<file path="src/rtl/bus_rr_arbiter_if.sv">
// Shared valid/ready byte bus between NUM_SRC requesters and one sink, plus arbiter status.
// Handshake: a beat transfers on a rising clk edge where valid && ready; valid never waits on ready.
interface bus_rr_arbiter_if #(
    parameter int NUM_SRC = 4,
    parameter int DATA_W  = 8
);
    localparam int IDX_W = $clog2(NUM_SRC);

    logic [NUM_SRC-1:0]        s_valid;
    logic [NUM_SRC*DATA_W-1:0] s_data;
    logic [NUM_SRC-1:0]        s_last;
    logic [NUM_SRC-1:0]        s_ready;
    logic                      m_valid;
    logic [DATA_W-1:0]         m_data;
    logic                      m_last;
    logic                      m_ready;
    logic [IDX_W-1:0]          grant_id;
    logic                      busy;
    logic                      err_timeout;

    // master: the environment (sources and sink); slave: the arbiter itself
    modport master (
        output s_valid, s_data, s_last, m_ready,
        input  s_ready, m_valid, m_data, m_last, grant_id, busy, err_timeout
    );

    modport slave (
        input  s_valid, s_data, s_last, m_ready,
        output s_ready, m_valid, m_data, m_last, grant_id, busy, err_timeout
    );
endinterface

</file>
<file path="src/rtl/bus_rr_arbiter.sv">
// Round-robin arbiter with packet lock and a beat-count watchdog; one idle
// bubble between grants, pointer advances past the owner on every release.
module bus_rr_arbiter #(
    parameter int NUM_SRC   = 4,
    parameter int DATA_W    = 8,
    parameter int MAX_BEATS = 16
) (
    input  logic                       clk,
    input  logic                       rst_n,
    bus_rr_arbiter_if.slave            bus,
    output logic                       dbg_state_o,
    output logic [$clog2(NUM_SRC)-1:0] dbg_rr_ptr_o
);
    localparam int         IDX_W = $clog2(NUM_SRC);
    localparam logic [7:0] MAX_B = 8'(MAX_BEATS);

    typedef enum logic {IDLE = 1'b0, BUSY = 1'b1} state_e;

    state_e             state_q, state_d;
    logic [IDX_W-1:0]   rr_ptr_q, rr_ptr_d;
    logic [IDX_W-1:0]   grant_q, grant_d;
    logic [7:0]         beat_cnt_q, beat_cnt_d;
    logic               err_q, err_d;

    logic [IDX_W:0]     pick;
    logic [IDX_W-1:0]   next_ptr;
    logic               accept;
    logic [NUM_SRC-1:0] s_ready;
    logic               m_valid;
    logic               m_last;
    logic [DATA_W-1:0]  m_data;

    // Returns {found, index}: first requester at or after ptr, wrapping mod NUM_SRC.
    function automatic logic [IDX_W:0] rr_pick(input logic [NUM_SRC-1:0] req,
                                               input logic [IDX_W-1:0]   ptr);
        logic [IDX_W:0] res;
        int             idx;
        res = '0;
        for (int k = NUM_SRC - 1; k >= 0; k--) begin
            idx = int'(ptr) + k;
            if (idx >= NUM_SRC) idx = idx - NUM_SRC;
            if (req[idx]) res = {1'b1, IDX_W'(idx)};
        end
        return res;
    endfunction

    assign pick     = rr_pick(bus.s_valid, rr_ptr_q);
    assign next_ptr = (grant_q == IDX_W'(NUM_SRC - 1)) ? '0 : grant_q + 1'b1;

    always_ff @(posedge clk or negedge rst_n) begin
        if (!rst_n) begin
            state_q    <= IDLE;
            rr_ptr_q   <= '0;
            grant_q    <= '0;
            beat_cnt_q <= '0;
            err_q      <= 1'b0;
        end else begin
            state_q    <= state_d;
            rr_ptr_q   <= rr_ptr_d;
            grant_q    <= grant_d;
            beat_cnt_q <= beat_cnt_d;
            err_q      <= err_d;
        end
    end

    always_comb begin
        state_d    = state_q;
        rr_ptr_d   = rr_ptr_q;
        grant_d    = grant_q;
        beat_cnt_d = beat_cnt_q;
        err_d      = 1'b0;
        s_ready    = '0;
        m_valid    = 1'b0;
        m_data     = '0;
        m_last     = 1'b0;
        accept     = 1'b0;

        case (state_q)
            IDLE: begin
                if (pick[IDX_W]) begin
                    grant_d    = pick[IDX_W-1:0];
                    beat_cnt_d = '0;
                    state_d    = BUSY;
                end
            end
            BUSY: begin
                m_valid          = bus.s_valid[grant_q];
                m_data           = bus.s_data[grant_q*DATA_W +: DATA_W];
                m_last           = bus.s_last[grant_q];
                s_ready[grant_q] = bus.m_ready;
                accept           = m_valid && bus.m_ready;
                if (accept) begin
                    if (m_last) begin
                        state_d    = IDLE;
                        rr_ptr_d   = next_ptr;
                        beat_cnt_d = '0;
                    end else begin
                        beat_cnt_d = beat_cnt_q + 8'd1;
                        // A finishing last beat wins over the watchdog on the same transfer.
                        if (beat_cnt_q + 8'd1 == MAX_B) begin
                            state_d  = IDLE;
                            rr_ptr_d = next_ptr;
                            err_d    = 1'b1;
                        end
                    end
                end
            end
            default: state_d = IDLE;
        endcase
    end

    assign bus.s_ready     = s_ready;
    assign bus.m_valid     = m_valid;
    assign bus.m_data      = m_data;
    assign bus.m_last      = m_last;
    assign bus.grant_id    = grant_q;
    assign bus.busy        = (state_q == BUSY);
    assign bus.err_timeout = err_q;
    assign dbg_state_o     = state_q;
    assign dbg_rr_ptr_o    = rr_ptr_q;
endmodule

</file>
<file path="src/flat_wrapper.sv">
// flat-port wrapper written by rule: the top's interface ports become plain ports
module bus_rr_arbiter_flat 
#(
    parameter int NUM_SRC   = 4,
    parameter int DATA_W    = 8,
    parameter int MAX_BEATS = 16
)
  (clk, rst_n, dbg_state_o, dbg_rr_ptr_o, bus_s_valid, bus_s_data, bus_s_last, bus_m_ready, bus_s_ready, bus_m_valid, bus_m_data, bus_m_last, bus_grant_id, bus_busy, bus_err_timeout);
  bus_rr_arbiter_if #(.NUM_SRC(NUM_SRC), .DATA_W(DATA_W)) bus_i ();
  input  logic clk;
  input  logic rst_n;
  output logic dbg_state_o;
  output logic [$clog2(NUM_SRC)-1:0] dbg_rr_ptr_o;
  input wire logic [$bits(bus_i.s_valid)-1:0] bus_s_valid;
  input wire logic [$bits(bus_i.s_data)-1:0] bus_s_data;
  input wire logic [$bits(bus_i.s_last)-1:0] bus_s_last;
  input wire logic [$bits(bus_i.m_ready)-1:0] bus_m_ready;
  output wire logic [$bits(bus_i.s_ready)-1:0] bus_s_ready;
  output wire logic [$bits(bus_i.m_valid)-1:0] bus_m_valid;
  output wire logic [$bits(bus_i.m_data)-1:0] bus_m_data;
  output wire logic [$bits(bus_i.m_last)-1:0] bus_m_last;
  output wire logic [$bits(bus_i.grant_id)-1:0] bus_grant_id;
  output wire logic [$bits(bus_i.busy)-1:0] bus_busy;
  output wire logic [$bits(bus_i.err_timeout)-1:0] bus_err_timeout;
  assign bus_i.s_valid = bus_s_valid;
  assign bus_i.s_data = bus_s_data;
  assign bus_i.s_last = bus_s_last;
  assign bus_i.m_ready = bus_m_ready;
  assign bus_s_ready = bus_i.s_ready;
  assign bus_m_valid = bus_i.m_valid;
  assign bus_m_data = bus_i.m_data;
  assign bus_m_last = bus_i.m_last;
  assign bus_grant_id = bus_i.grant_id;
  assign bus_busy = bus_i.busy;
  assign bus_err_timeout = bus_i.err_timeout;
  bus_rr_arbiter #(.NUM_SRC(NUM_SRC), .DATA_W(DATA_W), .MAX_BEATS(MAX_BEATS)) u_core (.clk(clk), .rst_n(rst_n), .bus(bus_i), .dbg_state_o(dbg_state_o), .dbg_rr_ptr_o(dbg_rr_ptr_o));
endmodule
</file>
<file path="config.mk">
export PLATFORM = sky130hd
export DESIGN_NAME = bus_rr_arbiter_flat
export DESIGN_NICKNAME = d
export VERILOG_FILES = /design/src/rtl/bus_rr_arbiter_if.sv /design/src/rtl/bus_rr_arbiter.sv /design/src/flat_wrapper.sv
export SDC_FILE = /design/constraint.sdc
export NUM_CORES = 1
export LEC_CHECK = 0
export ABC_AREA = 1
export CAP_MARGIN = 20
export CORE_UTILIZATION = 43
export CTS_BUF_LIST = sky130_fd_sc_hd__clkbuf_8
export CTS_CLUSTER_SIZE = 30
export DETAILED_ROUTE_END_ITERATION = 16
export GPL_ROUTABILITY_DRIVEN = 0
export GPL_TIMING_DRIVEN = 0
export PLACE_DENSITY = 0.91
export SYNTH_ARGS = -nofsm -noshare
export SYNTH_HDL_FRONTEND = slang
export SYNTH_SLANG_ARGS = --single-unit
export TNS_END_PERCENT = 20
</file>
<file path="constraint.sdc">
create_clock -name clk -period 2.05 [get_ports clk]
set_input_delay 0.41 -clock clk [delete_from_list [all_inputs] [get_ports clk]]
set_output_delay 0.41 -clock clk [all_outputs]
set_load 0.01 [all_outputs]
</file>
==> impl_metrics.xml <==
<?xml version="1.0" encoding="UTF-8"?>
<metrics>
  <group name="status">
    <metric name="result_of_the_run" unit="">finished clean</metric>
  </group>
  <group name="synthesis">
    <metric name="syn_nets" unit="">275</metric>
    <metric name="synth_enable_flop_cells" unit="">0</metric>
    <metric name="yosysWarnings" unit="">0</metric>
    <metric name="post_synth_most_frequent_cells" unit="">sky130_fd_sc_hd__nand2_1, sky130_fd_sc_hd__nor2_1, sky130_fd_sc_hd__inv_1, sky130_fd_sc_hd__o21ai_0, sky130_fd_sc_hd__dfrtp_1</metric>
    <metric name="async_flop_share" unit="%">100</metric>
    <metric name="synthDominantAreaCellType" unit="">sky130_fd_sc_hd__dfrtp_1</metric>
    <metric name="syn-cell-area" unit="mm²">0.00141</metric>
    <metric name="ys_seq_area_share" unit="%">24.8</metric>
    <metric name="synth_cell_type_count" unit="">28</metric>
    <metric name="ys_seq_elements" unit="">14</metric>
    <metric name="synth.area.top_cells" unit="">sky130_fd_sc_hd__dfrtp_1, sky130_fd_sc_hd__nand2_1, sky130_fd_sc_hd__nor2_1</metric>
    <metric name="netlist_instances" unit="">226</metric>
    <metric name="avgSynthCellArea" unit="µm²">6.24</metric>
    <metric name="synth_top_area_share" unit="%">24.8</metric>
    <metric name="synth_ff_type" unit="">sky130_fd_sc_hd__dfrtp_1</metric>
  </group>
  <group name="finish">
    <metric name="area.growth.synth_to_final" unit="%">52.2</metric>
    <metric name="final_core_utilization" unit="%">69.8</metric>
    <metric name="fin_cells" unit="">340</metric>
    <metric name="design_area" unit="mm²">0.00215</metric>
    <metric name="share_of_layout_cells_above_drive_strength_1" unit="%">18.2</metric>
    <metric name="final_net_count" unit="">346</metric>
    <metric name="antenna_cells_inserted" unit="">0</metric>
  </group>
  <group name="placed_design">
    <metric name="port-buffer-count" unit="">63</metric>
    <metric name="placed_area" unit="mm²">0.00210</metric>
    <metric name="post-place-ws" unit="ns">-0.418</metric>
    <metric name="dp_cells" unit="">333</metric>
    <metric name="place_hpwl" unit="mm">3.19</metric>
  </group>
  <group name="clock_network">
    <metric name="clk_root_buffer_cell" unit="">sky130_fd_sc_hd__clkbuf_8</metric>
    <metric name="clock-sinks" unit="">14</metric>
    <metric name="cts-htree-levels" unit="">1</metric>
    <metric name="cts_tree" unit="">done</metric>
    <metric name="holdBufCountCts" unit="">0</metric>
    <metric name="clock_transition_at_the_registers_of_the_reported_paths" unit="ns">0.06</metric>
    <metric name="cts-root-to-sink-buffers" unit="">2</metric>
    <metric name="cts_buffers" unit="">3</metric>
    <metric name="worst_skew_pair.late_latency" unit="ns">0.25</metric>
  </group>
  <group name="timing">
    <metric name="tightestPinTransition" unit="ns">0.630</metric>
    <metric name="worst_hold_slack" unit="ns">0.552</metric>
    <metric name="maxSlewHeadroom" unit="%">57.9</metric>
    <metric name="totalNegativeSetupSlack" unit="ns">0</metric>
    <metric name="setup_repair_after_global_routing_missed_its_margin" unit="">yes</metric>
    <metric name="fmax" unit="MHz">498</metric>
    <metric name="layout_min_cycle_time" unit="ns">2.01</metric>
    <metric name="finalClockSkew" unit="ns">0.00243</metric>
    <metric name="post-route-worst-setup-slack" unit="ns">0.0401</metric>
    <metric name="min_period_over_period" unit="%">98.0</metric>
    <metric name="hold_viol_final" unit="">0</metric>
    <metric name="finalSetupViolCount" unit="">0</metric>
    <metric name="final_max_slew_viols" unit="">0</metric>
  </group>
  <group name="worst_setup_path">
    <metric name="cp_data_arrival_time" unit="ns">1.60</metric>
    <metric name="cp.required" unit="ns">1.64</metric>
    <metric name="worst_setup_path_start_kind" unit="">input pin</metric>
    <metric name="worst_r2r_path_depth" unit="">10</metric>
    <metric name="cp-end-kind" unit="">primary output</metric>
    <metric name="critical_path.max_fanout" unit="">2</metric>
    <metric name="critPathKind" unit="">in -&gt; out</metric>
    <metric name="rr_startpoint" unit="">u_core.beat_cnt_q[0]</metric>
    <metric name="setup.worst_path.start" unit="">bus_s_last[3]</metric>
  </group>
  <group name="detailed_routing">
    <metric name="final_antenna_net_count" unit="">0</metric>
    <metric name="drc" unit="">0</metric>
    <metric name="detailroute.via_count" unit="">1694</metric>
    <metric name="routed_wl" unit="mm">4.16</metric>
    <metric name="dr.first_iter.drc_count" unit="">56</metric>
    <metric name="drt_pre_antenna_iters" unit="">4</metric>
    <metric name="avgRoutedWirePerCell" unit="µm">12.2</metric>
    <metric name="routed_via_density" unit="">4.98</metric>
  </group>
  <group name="global_route">
    <metric name="globalRouteOverflowTotal" unit="">0</metric>
    <metric name="first_pass_grt_wire_length" unit="mm">6.60</metric>
    <metric name="grt_antenna_before_repair" unit="">0</metric>
    <metric name="grt.total_usage" unit="%">24.5</metric>
    <metric name="vias_in_the_first_global_route" unit="">1565</metric>
    <metric name="grt_start_max_net_pins" unit="">15</metric>
  </group>
  <group name="die">
    <metric name="core" unit="mm²">0.00308</metric>
    <metric name="dieArea" unit="mm²">0.00352</metric>
    <metric name="placement_rows" unit="">20</metric>
    <metric name="die_width" unit="µm">59.3</metric>
    <metric name="initial_utilization" unit="%">45.9</metric>
    <metric name="boundary_pin_count" unit="">64</metric>
    <metric name="fp.dieH" unit="µm">59.3</metric>
  </group>
  <group name="power">
    <metric name="vdd_ir_drop_max" unit="mV">0.743</metric>
    <metric name="power.density" unit="mW/mm²">1230</metric>
    <metric name="total_leakage_power" unit="nW">0.997</metric>
    <metric name="power.total" unit="mW">2.64</metric>
  </group>
  <group name="worst_hold_path">
    <metric name="timing.hold.worst.class" unit="">in -&gt; async</metric>
  </group>
  <group name="flow_run">
    <metric name="max_cap_viol_count" unit="">0</metric>
  </group>
</metrics>
==> registers in the layout, summed over array words and instances, names as in the netlist <==
signal                  flops
u_core.beat_cnt_q           8
u_core.bus.busy             1
u_core.bus.err_timeout      1
u_core.bus.grant_id         2
u_core.dbg_rr_ptr_o         2
==> placed cells by master, fill, tap and decap left out, types with 4 or more instances in the layout <==
master,n
sky130_fd_sc_hd__nand2_1,47
sky130_fd_sc_hd__clkbuf_2,10
sky130_fd_sc_hd__inv_2,6
sky130_fd_sc_hd__ha_1,6
sky130_fd_sc_hd__nand2_2,6
sky130_fd_sc_hd__nor2_1,47
sky130_fd_sc_hd__o21ai_1,9
sky130_fd_sc_hd__clkbuf_8,5
sky130_fd_sc_hd__nand3_1,13
sky130_fd_sc_hd__dfrtp_1,12
sky130_fd_sc_hd__a21oi_1,13
sky130_fd_sc_hd__buf_4,7
sky130_fd_sc_hd__clkdlybuf4s50_1,49
sky130_fd_sc_hd__buf_6,4
sky130_fd_sc_hd__o21ai_0,16
sky130_fd_sc_hd__inv_1,21
==> per-layer routing <==
layer | up-vias | GRT usage, % | wire (µm)
met5 | - | 0 | 0
met4 | 0 | 7.82 | 76
met3 | 9 | 6.77 | 334
met2 | 54 | 45.1 | 2030
met1 | 764 | 26.8 | 1720
li1 | 867 | - | -
==> worst max-delay path, cell delays in order <==
cell                              delay, ns
sky130_fd_sc_hd__clkdlybuf4s50_1       0.48
sky130_fd_sc_hd__a21oi_1               0.08
sky130_fd_sc_hd__a32oi_2               0.24
sky130_fd_sc_hd__inv_2                 0.07
sky130_fd_sc_hd__nor2_1                0.09
sky130_fd_sc_hd__clkdlybuf4s15_1       0.24
==> where the power goes <==
part           internal [mW]  switching [mW]  total, mW
logic                  0.846            1.08       1.92
registers              0.341          0.0994      0.440
clock network          0.170           0.101      0.272
total                   1.36            1.28       2.64
==> worst paths after layout <==
check | end | slack, ns
setup / recovery | bus_m_last | 0.04
hold / removal | u_core.beat_cnt_q[6] | 0.55
setup reg to reg | u_core.dbg_rr_ptr_o[0] | 0.39
hold reg to reg | u_core.beat_cnt_q[0] | 0.56
max in group asynchronous | u_core.bus.grant_id[0] | 1.05
min in group clk | u_core.beat_cnt_q[0] | 0.56
==> layout make-up <==
cell class                      instances  area (µm²)
Timing Repair Buffer                   67         603
Sequential cell                        14         353
Buffer                                  8        81.3
Multi-Input combinational cell        174         890
Clock buffer                            4        55.1
Inverter                               29         111
Tap cell                               44        55.1
Fill cell                             265         930
==> timing repair <==
item | 4_1_cts | 5_1_grt
pin swaps | 1 | 0
endpoints found under the hold margin | 0 | 0
buffers inserted | 3 | 1
setup endpoints to repair | 14 | 12
gates resized for setup | 26 | 23
==> cells by family (layout without fill, tap and decap cells) <==
group           Yosys count  after routing  synth area share, %
buf+inv                  38            108                 12.1
fa+ha+maj                 6              6                 5.32
xor+xnor                  1              1                0.621
compound gates           46             46                 19.5
simple gates            121            121                 37.6
flops                    14             14                 24.8
(Power assumes the default switching activity.)
